==> src/rtl/ones_mod4_rr_sched_pkg.sv <==
// ----------------------------------------------------------------------------
// ones_mod4_pkg
// Shared types and helpers for the shared mod-4 ones-count scheduler.
//   residue_t    : 2-bit running ones count modulo 4
//   out_state_t  : output slot state (EMPTY / FULL)
//   sym_weight() : number of ones in a 2-bit symbol
// ----------------------------------------------------------------------------
package ones_mod4_pkg;

    typedef logic [1:0] residue_t;

    localparam logic ENC_EMPTY = 1'b0;
    localparam logic ENC_FULL  = 1'b1;

    typedef enum logic {
        ST_EMPTY = ENC_EMPTY,
        ST_FULL  = ENC_FULL
    } out_state_t;

    // A symbol holds two bits, so its weight is 0, 1 or 2.
    function automatic residue_t sym_weight(input logic [1:0] sym);
        residue_t w;
        case (sym)
            2'b00:   w = 2'd0;
            2'b01:   w = 2'd1;
            2'b10:   w = 2'd1;
            default: w = 2'd2;
        endcase
        return w;
    endfunction

endpackage

==> src/rtl/ones_mod4_rr_sched_arbiter.sv <==
// ----------------------------------------------------------------------------
// rr_arbiter_n
// Combinational round-robin arbiter. Grants the first asserted request found
// when searching upward from ptr with wrap-around.
//   req [N]  : request vector
//   en       : arbitration enable; gnt is zero when low
//   ptr [PW] : index where the search starts (must be < N)
//   gnt [N]  : one-hot grant, or zero when nothing is granted
// ----------------------------------------------------------------------------
module rr_arbiter_n #(
    parameter int N  = 4,
    parameter int PW = (N > 1) ? $clog2(N) : 1
) (
    input  logic [N-1:0]  req,
    input  logic          en,
    input  logic [PW-1:0] ptr,
    output logic [N-1:0]  gnt
);

    logic w_found;

    // Walk the requests starting at ptr; the first hit wins and masks the
    // rest. The modulo folds the search back to index 0 after N-1.
    always_comb begin
        gnt     = '0;
        w_found = 1'b0;
        for (int k = 0; k < N; k++) begin
            if (en && !w_found && req[(int'(ptr) + k) % N]) begin
                gnt[(int'(ptr) + k) % N] = 1'b1;
                w_found                  = 1'b1;
            end
        end
    end

endmodule

==> src/rtl/ones_mod4_rr_sched.sv <==
// ----------------------------------------------------------------------------
// ones_mod4_rr_sched
// One mod-4 ones-count engine shared by NUM_REQ symbol streams. A round-robin
// arbiter picks at most one 2-bit symbol per cycle; each requester keeps its
// own residue context so frames may interleave. Every frame end produces one
// result through a single-entry output register with valid/ready handshake.
//   clk, rst            : clock, synchronous active-high reset
//   clr                 : clears all contexts and the round-robin pointer
//   req_valid/last [N]  : per-requester symbol valid and end-of-frame flag
//   req_data [2N]       : symbols, requester i on bits [2i+1:2i]
//   req_ready [N]       : one-hot grant
//   res_valid/ready     : result handshake
//   res_id/residue/mult4: requester id, ones count mod 4, residue == 0
// ----------------------------------------------------------------------------
module ones_mod4_rr_sched
    import ones_mod4_pkg::*;
#(
    parameter int NUM_REQ = 4,
    parameter int ID_W    = $clog2(NUM_REQ)
) (
    input  logic                 clk,
    input  logic                 rst,
    input  logic                 clr,
    input  logic [NUM_REQ-1:0]   req_valid,
    input  logic [2*NUM_REQ-1:0] req_data,
    input  logic [NUM_REQ-1:0]   req_last,
    output logic [NUM_REQ-1:0]   req_ready,
    output logic                 res_valid,
    input  logic                 res_ready,
    output logic [ID_W-1:0]      res_id,
    output logic [1:0]           res_residue,
    output logic                 res_mult4
);

    residue_t         r_ctx [NUM_REQ];
    logic [ID_W-1:0]  r_rr_ptr;
    out_state_t       r_state;
    out_state_t       w_state_next;
    logic [ID_W-1:0]  r_res_id;
    residue_t         r_res_residue;
    logic             r_res_mult4;

    logic             w_slot_free;
    logic             w_arb_en;
    logic [NUM_REQ-1:0] w_gnt;
    logic             w_accept;
    logic [ID_W-1:0]  w_gid;
    logic [1:0]       w_sym;
    logic             w_last;
    residue_t         w_sum;
    logic             w_new_result;
    logic [ID_W-1:0]  w_ptr_next;

    // The output register can take a new result if it is empty now or is
    // being drained this very cycle, which is what allows back-to-back
    // results. clr suppresses all grants for its cycle.
    assign w_slot_free = (r_state == ST_EMPTY) || res_ready;
    assign w_arb_en    = w_slot_free && !clr;

    rr_arbiter_n #(
        .N  (NUM_REQ),
        .PW (ID_W)
    ) u_arb (
        .req (req_valid),
        .en  (w_arb_en),
        .ptr (r_rr_ptr),
        .gnt (w_gnt)
    );

    assign req_ready = w_gnt;
    assign w_accept  = |w_gnt;

    // Turn the one-hot grant into an index and pick out the granted
    // requester's symbol and last flag.
    always_comb begin
        w_gid  = '0;
        w_sym  = 2'b00;
        w_last = 1'b0;
        for (int i = 0; i < NUM_REQ; i++) begin
            if (w_gnt[i]) begin
                w_gid  = ID_W'(i);
                w_sym  = req_data[2*i +: 2];
                w_last = req_last[i];
            end
        end
    end

    // The 2-bit addition wraps naturally, giving the mod-4 residue.
    assign w_sum        = residue_t'(r_ctx[w_gid] + sym_weight(w_sym));
    assign w_new_result = w_accept && w_last;
    assign w_ptr_next   = (w_gid == ID_W'(NUM_REQ - 1)) ? '0 : w_gid + 1'b1;

    // Output slot state: filled by a frame end, emptied by a drain unless a
    // new frame end refills it in the same cycle.
    always_comb begin
        w_state_next = r_state;
        case (r_state)
            ST_EMPTY: if (w_new_result) w_state_next = ST_FULL;
            ST_FULL:  if (res_ready && !w_new_result) w_state_next = ST_EMPTY;
            default:  w_state_next = ST_EMPTY;
        endcase
    end

    // Slot state register.
    always_ff @(posedge clk) begin
        if (rst) begin
            r_state <= ST_EMPTY;
        end else begin
            r_state <= w_state_next;
        end
    end

    // Per-requester contexts and round-robin pointer. A frame end returns the
    // context to zero so the requester's next frame starts fresh. Nothing
    // changes when no symbol is accepted (idle or stalled).
    always_ff @(posedge clk) begin
        if (rst) begin
            r_rr_ptr <= '0;
            for (int i = 0; i < NUM_REQ; i++) begin
                r_ctx[i] <= '0;
            end
        end else if (clr) begin
            r_rr_ptr <= '0;
            for (int i = 0; i < NUM_REQ; i++) begin
                r_ctx[i] <= '0;
            end
        end else if (w_accept) begin
            r_rr_ptr     <= w_ptr_next;
            r_ctx[w_gid] <= w_last ? residue_t'(2'd0) : w_sum;
        end
    end

    // Result payload. It is loaded only on a frame end and otherwise holds,
    // so it stays stable while the consumer backpressures.
    always_ff @(posedge clk) begin
        if (rst) begin
            r_res_id      <= '0;
            r_res_residue <= '0;
            r_res_mult4   <= 1'b0;
        end else if (w_new_result) begin
            r_res_id      <= w_gid;
            r_res_residue <= w_sum;
            r_res_mult4   <= (w_sum == 2'd0);
        end
    end

    assign res_valid   = (r_state == ST_FULL);
    assign res_id      = r_res_id;
    assign res_residue = r_res_residue;
    assign res_mult4   = r_res_mult4;

endmodule

==> config.mk <==
export PLATFORM = sky130hd
export DESIGN_NAME = ones_mod4_rr_sched
export DESIGN_NICKNAME = d
export VERILOG_FILES = /design/src/rtl/ones_mod4_rr_sched_pkg.sv /design/src/rtl/ones_mod4_rr_sched_arbiter.sv /design/src/rtl/ones_mod4_rr_sched.sv
export SDC_FILE = /design/constraint.sdc
export NUM_CORES = 1
export LEC_CHECK = 0
export CORE_ASPECT_RATIO = 0.7
export CORE_UTILIZATION = 51
export CTS_CLUSTER_SIZE = 40
export DETAILED_ROUTE_END_ITERATION = 7
export GPL_TIMING_DRIVEN = 0
export PLACE_DENSITY_LB_ADDON = 0.15
export SYNTH_ARGS = -nofsm -noshare
export SYNTH_HDL_FRONTEND = slang
export SYNTH_SLANG_ARGS = --single-unit
==> constraint.sdc <==
create_clock -name clk -period 4.45 [get_ports clk]
set_input_delay 0.445 -clock clk [delete_from_list [all_inputs] [get_ports clk]]
set_output_delay 0.445 -clock clk [all_outputs]
set_load 0.05 [all_outputs]
== Word level (Yosys, flattened, before mapping) ==
Memory sizes are Yosys's and may differ from the RTL's.
Index checks and enable logic that the tools add are counted.
W data, S select, Z words.

* Register bits: 8
* RAM bits: 8
* Bits of input ports: 20
* Output and inout bits: 10
* Logic and storage cells: 121
* Memories: 1

{| class="wikitable"
|+ Memory list
! memory !! depth !! bits a word !! read ports !! clocked after memory_dff !! write ports !! line !! text
|-
| r_ctx || 4 || 2 || 1 || 0 || 4 || ones_mod4_rr_sched.sv:35 || <nowiki>residue_t r_ctx [NUM_REQ];</nowiki>
|}

* Add/sub/neg operators: 5
* Magnitude comparators: 8
* Equality and inequality tests: 3
* Mux-type cells: 59
* Bitwise logic cells: 11
* Reductions and logical operators: 29

{| class="wikitable"
|+ Operator list
! cell !! count
|-
| $mux W1 || 31
|-
| $mux W2 || 14
|-
| $mux W4 || 4
|-
| $logic_and A1 B1 Y1 || 14
|-
| $lt A3 B4 Y1 const B || 3
|-
| $or A4 B4 Y4 || 3
|-
| $reduce_or A2 Y1 || 6
|-
| $ge A3 B1 Y1 const B || 3
|-
| $bmux W1 S2 || 4
|-
| $demux W1 S2 || 4
|-
| $logic_not A1 Y1 || 5
|-
| $add A2 B1 Y2 const B || 2
|-
| $add A2 B2 Y2 const B || 2
|-
| $eq A2 B2 Y1 const B || 2
|-
| $logic_not A2 Y1 || 2
|-
| $or A1 B1 Y1 || 4
|-
| $pmux W2 S2 || 1
|-
| $reduce_or A4 Y1 || 1
|-
| $and A1 B1 Y1 const A || 3
|-
| $lt A2 B3 Y1 const B || 1
|-
| $add A2 B2 Y2 || 1
|-
| $eq A2 B1 Y1 const B || 1
|-
| $ge A2 B1 Y1 const B || 1
|-
| $pmux W1 S2 || 1
|-
| 2 further kinds || 2
|}

== Logic depth before layout (Yosys ltp) ==
Gate-level depths: netlist of run 1.

* Depth in word-level cells: 27
* Depth in mapped cells: 16
* Mapped depth without buffers: 16

== By module ==
A second synthesis of run 1 with hierarchy kept.

* Cell total of the unflattened synthesis: 144
* Area, all modules: 1335.0 um^2

{| class="wikitable"
|+ Modules (own cells, without submodules)
! module !! times used !! cells an instance !! area each (um^2) !! sequential area each (um^2)
|-
| ones_mod4_rr_sched || 1 || 101 || 949.7 || 400.4
|-
| rr_arbiter_n || 1 || 43 || 385.4 || 0.0
|}

== Worst setup path before layout of run 1 ==
Ideal clock, no wire load.

* Path kind: register -> register
* Start: register r_rr_ptr[0]
* End: memory r_ctx[0][1] (netlist name), data pin
* Setup time: 266 ps
* Arrival time: 3546 ps
* Required time: 4184 ps
* Slack: 637 ps
* Stages on the path, launching flop included: 16
* Buffers on the path: 0
* Period minus slack after synthesis: 3813 ps
* Cell sequence: dfxtp_1 -> inv_1 -> ha_1 -> mux2i_1 -> o22ai_2 -> a22oi_1 -> o211ai_1 -> and2_1 -> nand3_1 -> a31oi_1 -> mux2_2 -> ha_1 -> ha_1 -> xor2_1 -> xnor2_2 -> nor3_1

{| class="wikitable"
|+ RTL lines
! what !! line !! text
|-
| start, declared || ones_mod4_rr_sched.sv:36 || <nowiki>logic [ID_W-1:0] r_rr_ptr;</nowiki>
|-
| start signal, assigned || ones_mod4_rr_sched.sv:128 || <nowiki>r_rr_ptr <= w_ptr_next;</nowiki>
|-
| end, declared || ones_mod4_rr_sched.sv:35 ||
|}

==> results of run 1 <==
-- flip-flops by register name, indices dropped and copies added (netlist names) --
signal	flops
r_rr_ptr	2
res_id	2
res_residue	2
r_ctx	8
res_valid	1
res_mult4	1
-- worst reg2reg max path: stages (launching register included) --
cell and delay (ps):
dfxtp_1 520, inv_1 200, ha_1 400, mux4_2 430, nor2b_4 180, a22oi_1 250, o21ai_1 200, nand2_1 260
a31oi_1 150, mux2_2 300, ha_1 270, ha_1 190, xor2_1 210, xnor2_2 150, buf_4 160, nor3_1 50
-- routing by layer --
metal | routed length, um | vias to the layer above | share of wire, %
li1 | - | 627 | -
met1 | 1760 | 613 | 48
met2 | 1610 | 53 | 44
met3 | 224 | 7 | 6.2
met4 | 44 | 0 | 1.2
met5 | 0 | - | 0
-- metrics by stage --
step | cell area, sq um | power, mW | setup WS [ps] | hold WS [ps]
2_1_floorplan | 1470 | 0.433 | 637 | 577
3_3_place_gp | 1790 | 0.518 | 321 | 461
3_5_place_dp | 1790 | 0.527 | 241 | 466
4_1_cts | 1830 | 0.641 | 256 | 474
5_1_grt | 1850 | 0.696 | 56.7 | 487
6_report | 1850 | 0.660 | 282 | 475
-- cell usage after synthesis, drive strengths merged (2+ instances only) --
| library cell | n | area (sq um) |
|---|---|---|
| a211oi | 2 | 20.0 |
| a22o | 3 | 35.0 |
| ha | 14 | 175 |
| and2b | 3 | 22.5 |
| clkbuf | 3 | 11.3 |
| o21ai | 6 | 30.0 |
| edfxtp | 8 | 240 |
| inv | 14 | 52.6 |
| or3 | 3 | 18.8 |
| a31oi | 2 | 12.5 |
| nand2 | 12 | 47.6 |
| mux2i | 5 | 50.1 |
| nor3 | 12 | 60.1 |
| nand3 | 4 | 20.0 |
| dfxtp | 8 | 160 |
| o211ai | 3 | 22.5 |
| nor2b | 3 | 26.3 |
| a21oi | 8 | 66.3 |
| a22oi | 4 | 43.8 |
| nor2 | 8 | 30.0 |
| a21o | 5 | 38.8 |
| nand2b | 2 | 12.5 |
| mux4 | 3 | 67.6 |
-- layout make-up --
class / count / area, sq um / area share, %
multi-input cells: 118 / 990 / 53.5
clock buffers: 3 / 41.3 / 2.23
clock inverters: 1 / 3.75 / 0.203
flip-flops and latches: 16 / 402 / 21.7
repair buffers: 30 / 295 / 16.0
well taps: 34 / 42.5 / 2.30
plain buffers: 4 / 22.5 / 1.22
inverters: 14 / 52.6 / 2.84
-- where the power goes --
part	internal (mW)	switching, mW	total, mW
clock network	0.0612	0.0513	0.112
logic	0.144	0.218	0.362
registers	0.174	0.0119	0.186
total	0.380	0.281	0.660
-- cells by family after synthesis --
kind of cell	Yosys count	synth area share, %
xor+xnor	2	1.71
simple gates	53	20.4
compound gates	40	24.7
mux	9	8.80
flops	16	27.3
buf+inv	18	5.12
fa+ha+maj	14	12.0
-- final timing paths --
check,start,depth (start not counted),slack (ps),end
worst max-delay path,r_rr_ptr[1],15,280,r_ctx[2][1]
worst min-delay path,res_residue[0],2,470,res_residue[0]
worst max register to register,r_rr_ptr[1],15,280,r_ctx[2][1]
worst min register to register,res_residue[0],2,470,res_residue[0]
-- timing repair --
action	CTS	global route
setup buffers	0	2
gates resized for setup	0	1
endpoints found under the setup margin	0	6
hold buffers	0	0
==> metrics.md, run 1 <==
| Metric | Value |
|---|---|
| Biggest cell delay along the critical path | `520 ps` |
| Final Core Density | `71.4%` |
| Diodes inserted | `0` |
| Hold Vio Cnt, Final | `0` |
| Routed WL per cell | `16.5 um` |
| ANT nets after route | `0` |
| Worst path cell trace | `inv_1, ha_1, mux4_2, nor2b_4, a22oi_1, o21ai_1, nand2_1, a31oi_1, mux2_2, ha_1, ha_1, xor2_1, xnor2_2, buf_4, nor3_1` |
| Post-synth EDFFs | `8` |
| Die height | `46.8 um` |
| Core region area | `2590 sq um` |
| Chip width | `66.1 um` |
| Slowest CP cell | `dfxtp_1` |
| Global route total overflow | `0` |
| Remaining DRCs | `0` |
| Number of global-route vias before repair | `1194` |
| CTS root buf | `clkbuf_8` |
| Final setup vio count | `0` |
| Total Die Area | `3090 sq um` |
| Commonest non-fill, non-tap cell in the layout | `clkdlybuf4s50_1` |
| Initial antenna violation count | `0` |
| FMAX | `240 MHz` |
| Starting density of the core | `56.6%` |
| Gpl congestion | `0.800` |
| Clock buffer depth | `2` |
| Async SR Flop Fraction | `0%` |
| GR Util All Layers | `25.2%` |
| Pleak | `0.772 nW` |
| Synthesis Warnings | `0` |
| Critical Path Most Common Cell | `ha_1` |
| Net Count, Synth | `186` |
| Final cell count without fillers | `220` |
| CTS tree | `done` |
| Slew headroom | `59.4%` |
| DR pass1 iterations | `4` |
| Final Critical Period | `4170 ps` |
| Global Route met1 Usage | `34.4%` |
| Gate Count Post-Synth | `152` |
| Setup TNS after final layout | `0 ps` |
| Status | `complete, no violations` |
| Critical path peak fanout | `8` |
| Buf+Inv Stages, Crit Path | `2` |
| Synth Register Bits | `16` |
| Pwr dens | `357 nW/um^2` |
| CP startpoint kind | `flop` |
| Worst EP arrival | `4170 ps` |
| Via count | `1300` |
| IO Port Bufs | `28` |
| Layout cells sized above 1 | `16.1%` |
| Placed Cells | `214` |
| Total wire length | `3640 um` |
| Number of fill cells | `193` |
| GR Util met2 | `41.4%` |
| Clock-pin slew on the worst setup and hold paths | `70 ps` |
| Cell variety after synth | `50` |
| Total CTS buffers | `3` |
| Dpl hpwl | `2720 um` |
| Sequential share of the synthesized area | `27.3%` |
| Worst EP required | `4450 ps` |
| Avg Inst Size Synth | `9.64 sq um` |
| Most frequent cells in the layout | `28 x clkdlybuf4s50_1, 14 x ha_1, 12 x inv_1, 12 x nor3_1, 11 x nand2_1` |
| Crit path max-delay family | `adder cells` |
| DR iter-0 viols | `87` |
| Part of the cycle the worst path needs | `93.7%` |
| CTS HTree Levels | `1` |
| Slew Limit Fails | `0` |
| CP endpoint kind | `flop` |
| Max_cap viols | `0` |
| Clk sinks | `16` |
| FP Rows | `15` |
| GR Layer Usage met3 | `7.04%` |
| RSZ-0062 raised after global routing | `no` |
| Max Clock Skew | `2.82 ps` |
| Critical path type | `reg -> reg` |
| Via density per instance | `5.91` |
| Worst-Skew Late Latency | `250 ps` |
| First-pass GRT wire length | `5690 um` |
| Most used routing layer | `met2` |
| Synth Flop Type | `edfxtp_1` |
| Area grow syn2layout | `26.2%` |
| Pin count of the biggest net entering global routing | `11` |
| Peak VDD IR | `0.165 mV` |
| HP Class | `reg -> reg` |
| Worst slew pin tran | `605 ps` |
| I/O pin count | `30` |
| Synthesized cell area | `1470 sq um` |
| Nets | `221` |
Power figures use the tool's default switching activity.
==> run 2: changes to the inputs <==
PLACE_DENSITY_LB_ADDON = 0.12   (was 0.15)
==> metrics.md, run 2 (synthesized netlist as in run 1, its figures left out) <==
| Metric | Value |
|---|---|
| RSZ-0062 raised after global routing | `no` |
| Critical path peak fanout | `8 (unchanged)` |
| Starting density of the core | `56.6% (unchanged)` |
| Via count | `1281 (-1.5%)` |
| Most frequent cells in the layout | `28 x clkdlybuf4s50_1, 14 x ha_1, 12 x inv_1, 12 x nor3_1, 11 x nand2_1` |
| Sw frac | `42.7% (+0.17 points)` |
| Int Pwr | `368 uW (-3.0%)` |
| Slew Limit Fails | `0 (unchanged)` |
| Hold Path Depth | `2 (unchanged)` |
| Worst-Skew Late Latency | `250 ps (about the same)` |
| Hold_sp | `res_residue[0]` |
| Global route total overflow | `0 (unchanged)` |
| DR pass1 iterations | `4 (unchanged)` |
| Placed Cells | `214 (unchanged)` |
| Clock-pin slew on the worst setup and hold paths | `60 ps (about the same)` |
| ANT nets after route | `0 (unchanged)` |
| Total CTS buffers | `3 (unchanged)` |
| Logic pwr share | `53.6% (-1.2 points)` |
| CTS tree | `done` |
| Setup TNS after final layout | `0 ps (unchanged)` |
| Slew headroom | `64.8% (+5.4 points)` |
| Number of fill cells | `209 (+8.3%)` |
| Via density per instance | `5.88 (-0.56%)` |
| HP Class | `reg -> reg` |
| CTS root buf | `clkbuf_8` |
| Max Clock Skew | `2.74 ps (-0.0756 ps)` |
| Flop2flop setup slack | `330 ps (+40 ps)` |
| Chip width | `66.1 um (unchanged)` |
| Largest Register | `r_ctx` |
| Commonest non-fill, non-tap cell in the layout | `clkdlybuf4s50_1` |
| Number of global-route vias before repair | `1230 (+3.0%)` |
| Dpl cell area | `1790 sq um (unchanged)` |
| Hold Vio Cnt, Final | `0 (unchanged)` |
| Reg area | `402 sq um (unchanged)` |
| R2R depth | `14 (-1)` |
| GR Util All Layers | `24.9% (-0.27 points)` |
| Final Cell Area | `1830 sq um (-0.81%)` |
| Nets | `219 (-0.90%)` |
| First-pass GRT wire length | `5740 um (+0.84%)` |
| Core region area | `2590 sq um (unchanged)` |
| Part of the cycle the worst path needs | `92.7% (-0.99 points)` |
| Reg power frac | `29.1% (+1.0 points)` |
| CTS HTree Levels | `1 (unchanged)` |
| Reg-to-Reg Start | `r_rr_ptr[1]` |
| Diodes inserted | `0 (unchanged)` |
| Worst slew pin tran | `524 ps (-81.1 ps)` |
| Status | `complete, no violations` |
| Switch Pwr | `274 uW (-2.4%)` |
| Max_cap viols | `0 (unchanged)` |
| Worst Hold End | `res_residue[0]` |
| Die height | `46.8 um (unchanged)` |
| Gpl congestion | `0.915 (+14%)` |
| Remaining DRCs | `0 (unchanged)` |
| FMAX | `242 MHz (+1.1%)` |
| Pwr dens | `350 nW/um^2 (-1.9%)` |
| Layout cells sized above 1 | `15.2% (-0.91 points)` |
| Clock buffer depth | `2 (unchanged)` |
| Place WS | `274 ps (+32.9 ps)` |
| Clk sinks | `16 (unchanged)` |
| Final cell count without fillers | `218 (-0.91%)` |
| Worst EP required | `4440 ps (about the same)` |
| Pleak | `0.763 nW (-1.1%)` |
| Pin count of the biggest net entering global routing | `11 (unchanged)` |
| IO Port Bufs | `28 (unchanged)` |
| Initial antenna violation count | `0 (unchanged)` |
| Post-CTS Hold Fix Bufs | `0 (unchanged)` |
| Peak VDD IR | `0.195 mV (+18%)` |
| Total Die Area | `3090 sq um (unchanged)` |
| Setup ws final | `326 ps (+44.2 ps)` |
| DR iter-0 viols | `93 (+6.9%)` |
| Routed WL per cell | `16.2 um (-2.3%)` |
| CP startpoint kind | `flop` |
| Total Power | `642 uW (-2.7%)` |
| Final Critical Period | `4120 ps (-44.2 ps)` |
| CP endpoint kind | `flop` |
| FF-to-FF End | `r_ctx[3][1]` |
| Area grow syn2layout | `25.2%` |
| Multi-input logic area | `990 sq um (unchanged)` |
| I/O pin count | `30 (unchanged)` |
| FP Rows | `15 (unchanged)` |
| Clock power frac | `17.4% (+0.4 points)` |
| Total wire length | `3530 um (-3.2%)` |
| Worst EP arrival | `4110 ps (-60 ps)` |
| Max FFs per register | `8 (unchanged)` |
| Launch point of the worst path | `r_rr_ptr[1]` |
| Dpl hpwl | `2870 um (+5.4%)` |
| Final setup vio count | `0 (unchanged)` |
| Critical path type | `reg -> reg` |
[run 2: cell count changes in the layout (fill, tap and decap cells not counted), sizes merged]
cell	before	now
buf	3	1
[run 2: worst max path at each step]
stage | endpoint
global placement | r_ctx[1][1]
floorplan | r_ctx[0][1]
global route | r_ctx[3][1]
detailed placement | r_ctx[3][1]
CTS | r_ctx[3][1]
finish | r_ctx[3][1]
[run 2: power by group through the flow]
stage | clock, mW | combinational, mW | sequential, mW
finish | 0.111 | 0.344 | 0.187
global route | 0.120 | 0.370 | 0.189
CTS | 0.113 | 0.341 | 0.187
detailed placement | 0 | 0.339 | 0.190
global placement | 0 | 0.329 | 0.188
floorplan | 0 | 0.211 | 0.222
[run 2: worst max-delay path, cell delays in order (launching register included)]
cell and delay, ps:
dfxtp_1 500, inv_1 200, ha_1 400, mux4_2 430, nor2b_4 180, a22oi_1 230
o21ai_1 150, nand2_1 240, a31oi_1 120, mux2_2 290, ha_1 270, ha_1 190
xor2_1 170, xnor2_2 380, nor3_1 100
[run 2: cell type report]
cell class | instances | share of cell area (%)
Timing Repair Buffer | 28 | 15.3
Tap cell | 34 | 2.32
Buffer | 4 | 1.23
Sequential cell | 16 | 21.9
Inverter | 14 | 2.86
Clock buffer | 3 | 2.25
Clock inverter | 1 | 0.205
Multi-Input combinational cell | 118 | 54.0
[run 2: per-layer routing]
layer / track usage (%) / vias to the layer above / wire, um
li1: - / 620 / -
met1: 34.5 / 622 / 1690
met2: 42.0 / 39 / 1650
met3: 5.83 / 0 / 184
met4: 2.13 / 0 / 0
met5: 0 / - / 0
[run 2: per-stage QoR]
step | hold WS [ps] | utilization (%)
3_3_place_gp | 459 | 69.0
4_1_cts | 486 | 70.8
6_report | 481 | 70.8
2_1_floorplan | 577 | -
5_1_grt | 524 | 70.8
3_5_place_dp | 478 | 69.0
[run 2: timing repair]
| item | in CTS | in global routing |
|---|---|---|
| endpoints found under the setup margin | 0 | 4 |
| buffers inserted | 0 | 0 |
| gates resized for setup | 0 | 1 |
==> run 3: changes to the inputs <==
CORE_MARGIN = 2   (was default)
MAX_ROUTING_LAYER = met4   (was default)
==> metrics.md, run 3 (synthesized netlist as in run 1, its figures left out) <==
| Metric | Value |
|---|---|
| Setup TNS after final layout | `0 ps (unchanged)` |
| Initial antenna violation count | `0 (unchanged)` |
| Switch Pwr | `269 uW (-1.8%)` |
| CTS HTree Levels | `1 (unchanged)` |
| Clock-pin slew on the worst setup and hold paths | `60 ps (about the same)` |
| Clock buffer depth | `2 (unchanged)` |
| Area grow syn2layout | `25.4%` |
| Pin count of the biggest net entering global routing | `11 (unchanged)` |
| Slew Limit Fails | `0 (unchanged)` |
| Worst-Skew Late Latency | `250 ps (about the same)` |
| Placed Cells | `216 (+0.93%)` |
| Pleak | `0.763 nW (unchanged)` |
| Clk sinks | `16 (unchanged)` |
| CTS tree | `done` |
| Final cell count without fillers | `220 (+0.92%)` |
| Slew headroom | `66.4% (+1.5 points)` |
| RSZ-0062 raised after global routing | `no` |
| Largest Register | `r_ctx` |
| Final Critical Period | `4110 ps (-18.7 ps)` |
| Remaining DRCs | `0 (unchanged)` |
| CP startpoint kind | `flop` |
| Total wire length | `3300 um (-6.3%)` |
| Starting density of the core | `53.0% (-3.5 points)` |
| Total CTS buffers | `3 (unchanged)` |
| Commonest non-fill, non-tap cell in the layout | `clkdlybuf4s50_1` |
| Setup Buffers After CTS | `0 (unchanged)` |
| Layout cells sized above 1 | `15.2% (unchanged)` |
| DR iter-0 viols | `82 (-12%)` |
| Worst EP arrival | `4090 ps (-20 ps)` |
| Via density per instance | `5.66 (-3.6%)` |
| Core region area | `2760 sq um (+6.7%)` |
| Sw frac | `42.3% (-0.43 points)` |
| Number of global-route vias before repair | `1213 (-1.4%)` |
| Dpl hpwl | `2650 um (-7.5%)` |
| Number of fill cells | `224 (+7.2%)` |
| HP Class | `reg -> reg` |
| Part of the cycle the worst path needs | `92.2% (-0.42 points)` |
| Via count | `1246 (-2.7%)` |
| Clock power frac | `17.6% (+0.2 points)` |
| Peak VDD IR | `0.185 mV (-5.1%)` |
| Gpl congestion | `0.930 (+1.6%)` |
| Global route total overflow | `0 (unchanged)` |
| Chip width | `68.1 um (+3.0%)` |
| Logic pwr share | `53.3% (-0.3 points)` |
| Hold Vio Cnt, Final | `0 (unchanged)` |
| FP Rows | `16 (+1)` |
| Diodes inserted | `0 (unchanged)` |
| Nets | `219 (unchanged)` |
| Max_cap viols | `0 (unchanged)` |
| CP endpoint kind | `flop` |
| Total Die Area | `3320 sq um (+7.4%)` |
| Worst EP required | `4440 ps (about the same)` |
| Critical path type | `reg -> reg` |
| Final setup vio count | `0 (unchanged)` |
| Most frequent cells in the layout | `28 x clkdlybuf4s50_1, 14 x ha_1, 12 x inv_1, 12 x nor3_1, 11 x nand2_1` |
| ANT nets after route | `0 (unchanged)` |
| Critical path peak fanout | `8 (unchanged)` |
| CTS root buf | `clkbuf_8` |
| Pwr dens | `347 nW/um^2 (-0.96%)` |
| I/O pin count | `30 (unchanged)` |
| Int Pwr | `368 uW (about the same)` |
| GR Util All Layers | `23.1% (-1.9 points)` |
| Die height | `48.8 um (+4.3%)` |
| Worst slew pin tran | `501 ps (-23.0 ps)` |
| Reg power frac | `29.1% (about the same)` |
| First-pass GRT wire length | `5650 um (-1.6%)` |
| Status | `complete, no violations` |
| Routed WL per cell | `15.0 um (-7.2%)` |
| FMAX | `244 MHz (+0.46%)` |
| DR pass1 iterations | `4 (unchanged)` |
| Max Clock Skew | `2.02 ps (-0.717 ps)` |
| Max FFs per register | `8 (unchanged)` |
| IO Port Bufs | `28 (unchanged)` |
-- run 3: cell counts in the layout (fill, tap and decap cells not counted) --
Identical to the previous run, type by type.
-- run 3: area by class of cell --
type,instances,area [sq um],area share [%]
timing repair buffer,28,280,15.3
inverter,14,52.6,2.86
buffer,4,22.5,1.23
clock inverter,1,3.75,0.204
sequential,16,402,21.9
tap,36,45.0,2.45
clock buffer,3,41.3,2.25
multi-input combinational,118,990,53.9
-- run 3: power groups by stage --
stage | combinational (mW) | sequential, mW | clock, mW
finish | 0.340 | 0.185 | 0.112
global route | 0.367 | 0.188 | 0.125
CTS | 0.337 | 0.185 | 0.117
detailed placement | 0.335 | 0.189 | 0
global placement | 0.332 | 0.188 | 0
floorplan | 0.211 | 0.222 | 0
-- run 3: routing by layer --
| layer | vias up | track usage, % | wire length (um) |
|---|---|---|---|
| met1 | 588 | 34.6 | 1680 |
| met5 | - | - | 0 |
| met3 | 2 | 5.31 | 198 |
| met2 | 31 | 32.5 | 1420 |
| met4 | 0 | 3.33 | 9 |
| li1 | 625 | - | - |
-- run 3: what timing repair did --
action	4_1_cts	5_1_grt
hold buffers	0	0
gates resized for setup	0	1
endpoints found under the setup margin	0	4
-- run 3: worst paths after layout --
path	from	to	slack, ps	cells after the start
worst min-delay path	res_residue[0]	res_residue[0]	490	2
worst max register to register	r_rr_ptr[1]	r_ctx[1][1]	340	14
worst max-delay path	r_rr_ptr[1]	r_ctx[1][1]	340	14
worst min register to register	res_residue[0]	res_residue[0]	490	2
-- run 3: worst max-delay path, stage by stage (launching register included) --
cell     delay, ps
dfxtp_1        480
inv_1          200
ha_1           390
mux4_2         420
nor2b_4        180
a22oi_1        230
o21ai_1        150
nand2_1        240
a31oi_1        170
mux2_2         300
ha_1           270
ha_1           190
xor2_1         160
xnor2_2        360
nor3_1         100
-- run 3: stage by stage --
step | instance area [sq um] | hold WS, ps | util (%) | setup slack (ps) | power [mW]
2_1_floorplan | 1470 | 577 | - | 637 | 0.433
3_3_place_gp | 1790 | 456 | 64.8 | 262 | 0.520
3_5_place_dp | 1790 | 481 | 64.8 | 220 | 0.524
4_1_cts | 1840 | 492 | 66.4 | 238 | 0.640
5_1_grt | 1840 | 534 | 66.5 | 3.53 | 0.679
6_report | 1840 | 486 | 66.5 | 345 | 0.637
